<file path="src/rtl/lut_neuron_table_loader.sv">
// Runtime-writable LUT neuron: streamed table loader plus a 1-cycle registered lookup port.
// Optional macro CHECKSUM_EN adds a trailing XOR checksum word with CHECK/ERR states.
module lut_neuron_table_loader #(
    parameter int IN_BITS  = 6,
    parameter int OUT_BITS = 2,
    parameter int CFG_W    = 8
) (
    input  logic                clk,
    input  logic                rst_n,
    input  logic                cfg_start,
    input  logic                cfg_valid,
    input  logic [CFG_W-1:0]    cfg_data,
    output logic                cfg_ready,
    output logic                loaded,
    output logic                cfg_err,
    input  logic                in_valid,
    input  logic [IN_BITS-1:0]  M0,
    output logic                out_valid,
    output logic [OUT_BITS-1:0] M1
);

    localparam int ENTRIES = 2 ** IN_BITS;
    localparam int EPW     = CFG_W / OUT_BITS;
    localparam int WORDS   = (ENTRIES * OUT_BITS) / CFG_W;
    localparam int CW      = (WORDS > 1) ? $clog2(WORDS) : 1;

    generate
        if (((CFG_W % OUT_BITS) != 0) || (((ENTRIES * OUT_BITS) % CFG_W) != 0)) begin : g_bad_cfg
            $error("lut_neuron_table_loader: CFG_W must be a multiple of OUT_BITS and divide the table size");
        end
    endgenerate

`ifdef CHECKSUM_EN
    typedef enum logic [2:0] {IDLE = 3'd0, LOAD = 3'd1, DONE = 3'd2, CHECK = 3'd3, ERR = 3'd4} state_t;
`else
    typedef enum logic [2:0] {IDLE = 3'd0, LOAD = 3'd1, DONE = 3'd2} state_t;
`endif

    state_t                state_r;
    state_t                state_nxt_s;
    logic [CW-1:0]         word_cnt_r;
    logic [CW-1:0]         word_cnt_nxt_s;
    logic                  wr_en_s;
    logic [IN_BITS-1:0]    wr_base_s;
    logic [OUT_BITS-1:0]   table_r [ENTRIES];

`ifdef CHECKSUM_EN
    logic [CFG_W-1:0]      csum_r;
    logic [CFG_W-1:0]      csum_nxt_s;

    function automatic logic [CFG_W-1:0] csum_fold(input logic [CFG_W-1:0] acc, input logic [CFG_W-1:0] word);
        return acc ^ word;
    endfunction
`endif

    assign wr_base_s = IN_BITS'(int'(word_cnt_r) * EPW);

    // Next-state, word counter and table write enable; cfg_start overrides any handshake.
    always_comb begin
        state_nxt_s    = state_r;
        word_cnt_nxt_s = word_cnt_r;
        wr_en_s        = 1'b0;
`ifdef CHECKSUM_EN
        csum_nxt_s     = csum_r;
`endif
        if (cfg_start) begin
            state_nxt_s    = LOAD;
            word_cnt_nxt_s = '0;
`ifdef CHECKSUM_EN
            csum_nxt_s     = '0;
`endif
        end else begin
            case (state_r)
                LOAD: begin
                    if (cfg_valid) begin
                        wr_en_s = 1'b1;
`ifdef CHECKSUM_EN
                        csum_nxt_s = csum_fold(csum_r, cfg_data);
`endif
                        if (word_cnt_r == CW'(WORDS - 1)) begin
`ifdef CHECKSUM_EN
                            state_nxt_s = CHECK;
`else
                            state_nxt_s = DONE;
`endif
                        end else begin
                            word_cnt_nxt_s = word_cnt_r + CW'(1);
                        end
                    end else begin
                        state_nxt_s = LOAD;
                    end
                end
`ifdef CHECKSUM_EN
                CHECK: begin
                    if (cfg_valid) begin
                        state_nxt_s = (cfg_data == csum_r) ? DONE : ERR;
                    end else begin
                        state_nxt_s = CHECK;
                    end
                end
`endif
                default: begin
                    state_nxt_s = state_r;
                end
            endcase
        end
    end

    // Control state plus registered status and lookup outputs (synchronous reset).
    always_ff @(posedge clk) begin
        if (!rst_n) begin
            state_r    <= IDLE;
            word_cnt_r <= '0;
            cfg_ready  <= 1'b0;
            loaded     <= 1'b0;
            out_valid  <= 1'b0;
            M1         <= '0;
`ifdef CHECKSUM_EN
            csum_r     <= '0;
            cfg_err    <= 1'b0;
`endif
        end else begin
            state_r    <= state_nxt_s;
            word_cnt_r <= word_cnt_nxt_s;
            loaded     <= (state_nxt_s == DONE);
            out_valid  <= in_valid & loaded;
`ifdef CHECKSUM_EN
            csum_r     <= csum_nxt_s;
            cfg_err    <= (state_nxt_s == ERR);
            cfg_ready  <= (state_nxt_s == LOAD) || (state_nxt_s == CHECK);
`else
            cfg_ready  <= (state_nxt_s == LOAD);
`endif
            // loaded is the registered flag, so a lookup in the cfg_start cycle still sees the old table
            if (in_valid && loaded) begin
                M1 <= table_r[M0];
            end else begin
                M1 <= M1;
            end
        end
    end

`ifndef CHECKSUM_EN
    assign cfg_err = 1'b0;
`endif

    // Table storage: one wide write per accepted word, no reset so contents survive rst_n.
    always_ff @(posedge clk) begin
        if (rst_n && wr_en_s) begin
            for (int j = 0; j < EPW; j++) begin
                table_r[wr_base_s + IN_BITS'(j)] <= cfg_data[j*OUT_BITS +: OUT_BITS];
            end
        end
    end

endmodule

</file>
<file path="config.mk">
export PLATFORM = sky130hd
export DESIGN_NAME = lut_neuron_table_loader
export DESIGN_NICKNAME = d
export VERILOG_FILES = /design/src/rtl/lut_neuron_table_loader.sv
export SDC_FILE = /design/constraint.sdc
export NUM_CORES = 1
export LEC_CHECK = 0
export CORE_UTILIZATION = 33
export DETAILED_ROUTE_END_ITERATION = 16
export SETUP_SLACK_MARGIN = 0.2
export SLEW_MARGIN = 15
export SYNTH_ARGS = -nofsm -noshare
export SYNTH_HDL_FRONTEND = slang
export SYNTH_SLANG_ARGS = --single-unit
</file>
<file path="constraint.sdc">
create_clock -name clk -period 2.3 [get_ports clk]
set_input_delay 0.23 -clock clk [delete_from_list [all_inputs] [get_ports clk]]
set_output_delay 0.23 -clock clk [all_outputs]
set_load 0.1 [all_outputs]
</file>
[Word level (Yosys, flattened, before mapping)]
Memory sizes are Yosys's and may differ from the RTL's. A register that Yosys moved wholly into a read port is not among the register bits.
Cells that the tools add are included.
Operators by class
  $add $sub $neg: 4
  eq/ne operators: 4
  muxes and demuxes: 9
  bitwise operators: 3
  reductions and logical operators: 5
Operators by type and width (number)
  6-bit by 2-bit adder with 6-bit output (second input constant): 2
  3-bit two-way mux: 4
  6-bit by 1-bit adder with 6-bit output (second input constant): 1
  3-bit by 1-bit == test with 1-bit output (second input constant): 2
  1-bit two-way mux: 5
  4-bit by 1-bit adder with 4-bit output (second input constant): 1
  4-bit == test (second input constant): 1
  3-bit by 2-bit == test with 1-bit output (second input constant): 1
  3-bit AND reduction: 1
  1-bit logical AND: 2
  1-bit inverter: 2
  2-bit OR reduction: 1
  1-bit bitwise AND: 1
  1-bit logical NOT: 1
Word-level totals
  flip-flop bits (word level): 10
  RAM bits: 128
  memories: 1
Memory list
  table_r: words 64, width 2, rd ports 1, clocked after memory_dff 1, wr ports 4, line 45  | logic [OUT_BITS-1:0] table_r [ENTRIES];

[Longest topological paths before layout]
Gate-level depths: netlist of run 1.
  word-level depth: 6
  depth in mapped cells: 8

[Worst setup path after synthesis of run 1]
No wires, ideal clock.
  kind: reg-to-reg
  start point: register state_r[2]
  end point: memory table_r[0][0] (enable)
  setup time: 395 ps
  arrival: 1827 ps
  required time: 1905 ps
  slack: 79 ps
  cell stages (with the launch flop): 4
  path buffers: 0
  path through: dfxtp_1 nand4bb_1 or3_1 nor4_1
RTL lines
  from (decl): line 39  | state_t state_r;
  from (signal assigned): line 123  | state_r <= state_nxt_s;
  to (decl): line 45

==> flow_summary.ini, run 1 <==
[sta]
period_minus_slack_ns = 1.92
slew_viol_final = 0
worst_clock_skew_ns = 0.00560
hold_slack_ns = 0.488
finalSetupTns_ns = 0
period_share = 0.834
slew_headroom = 0.495
hold_viol = 0
finalSetupViolCount = 0
tightest_slew_ns = 0.756
rsz0062_at_grt = false
clock.fmax_ghz = 0.521

[clocking]
clk_pin_slew_ns = 0.06
cts_hold_buf = 0
post-cts-setup-buffers = 0
cts_sinks = 140
cts_tree = done
root_buffer = clkbuf_16
cts.path.max_buffers = 2
numCtsBuffers = 17
clkLatencyLatePin_ns = 0.42
cts_resized = 0
h-tree-depth = 4

[place]
place_hpwl_um = 7550
routabilityCongestion = 0.787
dpl.cell_count = 569
io_buffer_count = 23

[synth]
synth_cell_types = 37
yosysWarnings = 0
synth_edf_count = 128
syn_inst = 313
synth_fp_nets = 333
synth_seq_cells = 140
ys_async_sr_fraction = 0
synthFlopType = edfxtp_1
synth_area_um2 = 5620
ys_seq_area_frac = 0.726
synth_area_per_cell_um2 = 18.0

[status]
status = complete, no violations

[pwr]
finalPower_uw = 5600
p_leak_uw = 0.00228
vdd_ir_drop_max_uv = 544
p_per_area_nw_per_um2 = 822

[die]
start_util = 0.339
die_h_um = 133
rows = 47
core_um2 = 16600
dieArea_um2 = 17600
io-pin-count = 25
die_x_um = 133

[detailed_routing]
wl_um = 11700
first_pass_iters = 6
antenna_left = 0
vias = 2997
drt_iter0_drc = 338
drc = 0
via_per_inst = 4.99
wl_per_cell_um = 19.4

[final_layout]
n_antenna_cell = 0
utilization = 0.411
nNetsFinal = 388
drive_above_1_share = 0.218
synthToLayoutAreaGrowth_pct = 21.2
final_cells = 601

[critical_path]
crit_type = in -> reg
arrival_ns = 2.22
endpoint_kind = flop
required_ns = 2.61
path_max_fanout = 17
startpoint_type = primary input

[grt]
grt_util_all_layers = 0.142
grt_pass1_vias = 3069
grt_start_max_net_pins = 31
overflow = 0
grt_pass1_wl_um = 17800
antenna_found_initial = 0

[worst_hold_path]
holdCritPathClass = in -> reg

[flow_run]
drv_cap = 0
critical path: stages:
cell and delay, ns:
clkdlybuf4s50_1 0.51, buf_12 0.19, mux4_1 0.56, a22oi_1 0.23, nand3_1 0.11, a211oi_1 0.27
o31ai_1 0.10
layer usage:
layer  global-route usage  wire length, um  vias to the layer above
li1                     -                -                     1373
met3               0.0356              583                       20
met4               0.0683              223                        0
met5                    0                0                        -
met1                0.181             5240                     1506
met2                0.229             5630                       98
logic make-up (layout without fill, tap and decap cells):
kind of cell,after synthesis,after routing,synth area share
AO/OA/AOI/OAI,24,24,0.0338
adder cells (fa/ha/maj),1,1,0.00223
buffers and inverters,17,85,0.0214
other,1,1,0.000667
multiplexers,43,43,0.138
XOR/XNOR,3,3,0.00467
flip-flops,140,140,0.726
AND/OR/NAND/NOR,84,84,0.0730
worst paths after layout:
check	start	to	slack, ns	cells past startpoint
max	M0[0]	M1[1]	0.38	7
min	cfg_start	cfg_ready	0.49	2
max reg2reg	state_r[2]	table_r[27][0]	0.46	4
min reg2reg	state_r[2]	loaded	0.50	1
Yosys cell counts, types with 3 or more instances:
cell,number,area share
edfxtp_1,128,0.68
nor2_1,20,0.013
mux2i_1,17,0.030
nand2_1,15,0.010
nand3_1,15,0.013
mux4_2,13,0.052
dfxtp_1,12,0.043
mux4_1,11,0.051
nor3_1,11,0.0098
nor2b_1,8,0.0089
clkbuf_1,6,0.0040
nand2b_1,6,0.0067
a211oi_1,5,0.0067
a22oi_1,5,0.0067
buf_4,4,0.0053
o31ai_1,4,0.0053
buf_6,3,0.0060
nor4_1,3,0.0033
o21ai_0,3,0.0027
power breakdown:
group / switching (uW) / total (uW) / internal [uW] / leakage, uW
Combinational: 159 / 276 / 117 / 0.000764
Clock: 972 / 2540 / 1570 / 0.000268
Sequential: 2.93 / 2780 / 2780 / 0.00125
Total: 1130 / 5600 / 4470 / 0.00228
state kept, by name (all words and copies together), names as in the netlist:
signal	count
table_r	128
loaded	1
M1	2
word_cnt_r	4
state_r	3
cfg_ready	1
out_valid	1
cell usage in the layout (no fill, tap or decap), types with 2 or more instances in the layout:
cell	instances
and2_1	2
nor3_1	11
o31ai_1	4
mux4_2	13
nand3_1	15
dfxtp_1	12
mux2i_1	17
o21ai_0	3
nor2b_1	8
buf_12	3
bufinv_16	2
a41o_1	2
clkinv_2	7
a22o_1	2
a211oi_1	5
buf_4	31
nand2_1	15
xor2_1	2
nor2_1	20
clkbuf_16	17
a22oi_1	5
nor4_1	2
mux4_1	11
edfxtp_1	128
nand2b_1	6
mux2_2	2
clkdlybuf4s50_1	17
clkinvlp_4	4
layout make-up:
class | count | area [um^2]
fillers | 1501 | 9770
flip-flops and latches | 140 | 4080
multi-input cells | 156 | 1420
repair buffers | 52 | 468
clock buffers | 18 | 429
well taps | 220 | 275
clock inverters | 14 | 129
inverters | 1 | 3.75
metrics by stage:
| stage | worst slack [ns] | area, um^2 |
|---|---|---|
| global route | 0.323 | 6810 |
| global placement | -0.0605 | 6250 |
| detailed placement | -0.0642 | 6250 |
| floorplan | 0.261 | 5630 |
| CTS | 0.384 | 6810 |
| finish | 0.382 | 6810 |
No activity file was read; power rests on OpenSTA's default activity.
==> run 2, diff against run 1 <==
- clock period: 2.3 -> 1.76 ns (I/O delays scaled with it)
==> flow_summary.ini, run 2 (same netlist as run 1, synthesis figures left out) <==
[status]
status = complete, no violations

[sta]
finalWorstSetupSlack_ns = 0.105
finalSetupViolCount = 0
hold_viol = 0
finalSetupTns_ns = 0
slew_headroom = 0.538
period_minus_slack_ns = 1.66
tightest_slew_ns = 0.691
rsz0062_at_grt = true
period_share = 0.940
slew_viol_final = 0
clock.fmax_ghz = 0.604
worst_clock_skew_ns = 0.00518

[critical_path]
path_max_fanout = 8
arrival_ns = 1.79
crit_type = reg -> reg
endpoint_kind = flop
startpoint_type = flop
required_ns = 1.89

[final_layout]
synthToLayoutAreaGrowth_pct = 32.5
regMostFlops = table_r
largest_reg_flops = 128
multi_input_area_um2 = 1640
layout_common_cells = 128 x edfxtp_1, 36 x buf_4, 17 x mux2i_1, 17 x mux4_2, 17 x clkbuf_16
drive_above_1_share = 0.366
nNetsFinal = 417
reg_top3 = table_r x128, word_cnt_r x4, state_r x3
utilization = 0.449
register_area_um2 = 4090
final_common_cell = edfxtp_1
n_antenna_cell = 0
n_fill_cell = 1433

[grt]
overflow = 0
grt_pass1_vias = 3212
grt_util_all_layers = 0.147
grt_pass1_wl_um = 18600
antenna_found_initial = 0
grt_start_max_net_pins = 28

[place]
post-place-ws_ns = -0.537
io_buffer_count = 23
routabilityCongestion = 0.818
place_hpwl_um = 7790

[detailed_routing]
first_pass_iters = 4
antenna_left = 0
drt_iter0_drc = 193
wl_um = 11900
vias = 3098
wl_per_cell_um = 18.9
drc = 0
via_per_inst = 4.92

[clocking]
cts_hold_buf = 0
cts_tree = done
h-tree-depth = 4
numCtsBuffers = 17
cts_sinks = 140
clkLatencyLatePin_ns = 0.42
root_buffer = clkbuf_16
clk_pin_slew_ns = 0.06
cts.path.max_buffers = 2

[pwr]
vdd_ir_drop_max_uv = 630
finalPower_uw = 7560
p_leak_uw = 0.00251
p_per_area_nw_per_um2 = 1020

[die]
die_h_um = 133
io-pin-count = 25
core_um2 = 16600
rows = 47
start_util = 0.339
die_x_um = 133
dieArea_um2 = 17600

[flow_run]
drv_cap = 0

[worst_hold_path]
holdCritPathClass = in -> reg
==> run 2: path summary, 6_finish.rpt <==
path / startpoint / endpoint / slack (ns) / cells past startpoint
worst max-delay path: state_r[1] / table_r[2][0] / 0.10 / 4
worst min-delay path: rst_n / state_r[0] / 0.46 / 2
worst max register to register: state_r[1] / table_r[2][0] / 0.10 / 4
worst min register to register: M1[1] / M1[1] / 0.51 / 2
==> run 2: area by class of cell <==
type                    count  area share
inverters                   1    0.000504
repair buffers             81       0.114
well taps                 220      0.0370
clock inverters            13      0.0202
multi-input cells         156       0.220
flip-flops and latches    140       0.550
clock buffers              19      0.0581
==> run 2: report_power, final <==
group | leakage (uW) | internal (uW) | switching, uW
registers | 0.00125 | 3630 | 5.75
clock network | 0.000283 | 2210 | 1290
logic | 0.000974 | 203 | 227
==> run 2: critical path: stages, from the launching register on <==
cell	delay [ns]
dfxtp_2	0.31
nand4bb_4	0.21
or3_4	0.38
nor4_4	0.28
buf_12	0.18
==> run 2: stage by stage <==
stage	cell area, um^2	hold slack, ns	cells
floorplan	5730	0.275	313
global placement	6620	0.501	594
detailed placement	6620	0.500	594
CTS	7400	0.427	630
global route	7450	0.466	630
finish	7450	0.461	630
==> run 2: timing repair <==
item / in CTS / in global routing
setup buffers: 3 / 0
resized for setup: 39 / 20
cloned: 1 / 0
endpoints found under the setup margin: 130 / 137
pin swaps: 15 / 14
==> run 2: routing by layer <==
layer / GRT usage / wire [um] / up-vias / part of all wire
li1: - / - / 1427 / -
met1: 0.192 / 5330 / 1582 / 0.45
met2: 0.235 / 5890 / 79 / 0.50
met3: 0.0467 / 560 / 10 / 0.047
met4: 0.0421 / 104 / 0 / 0.0088
met5: 0 / 0 / - / 0
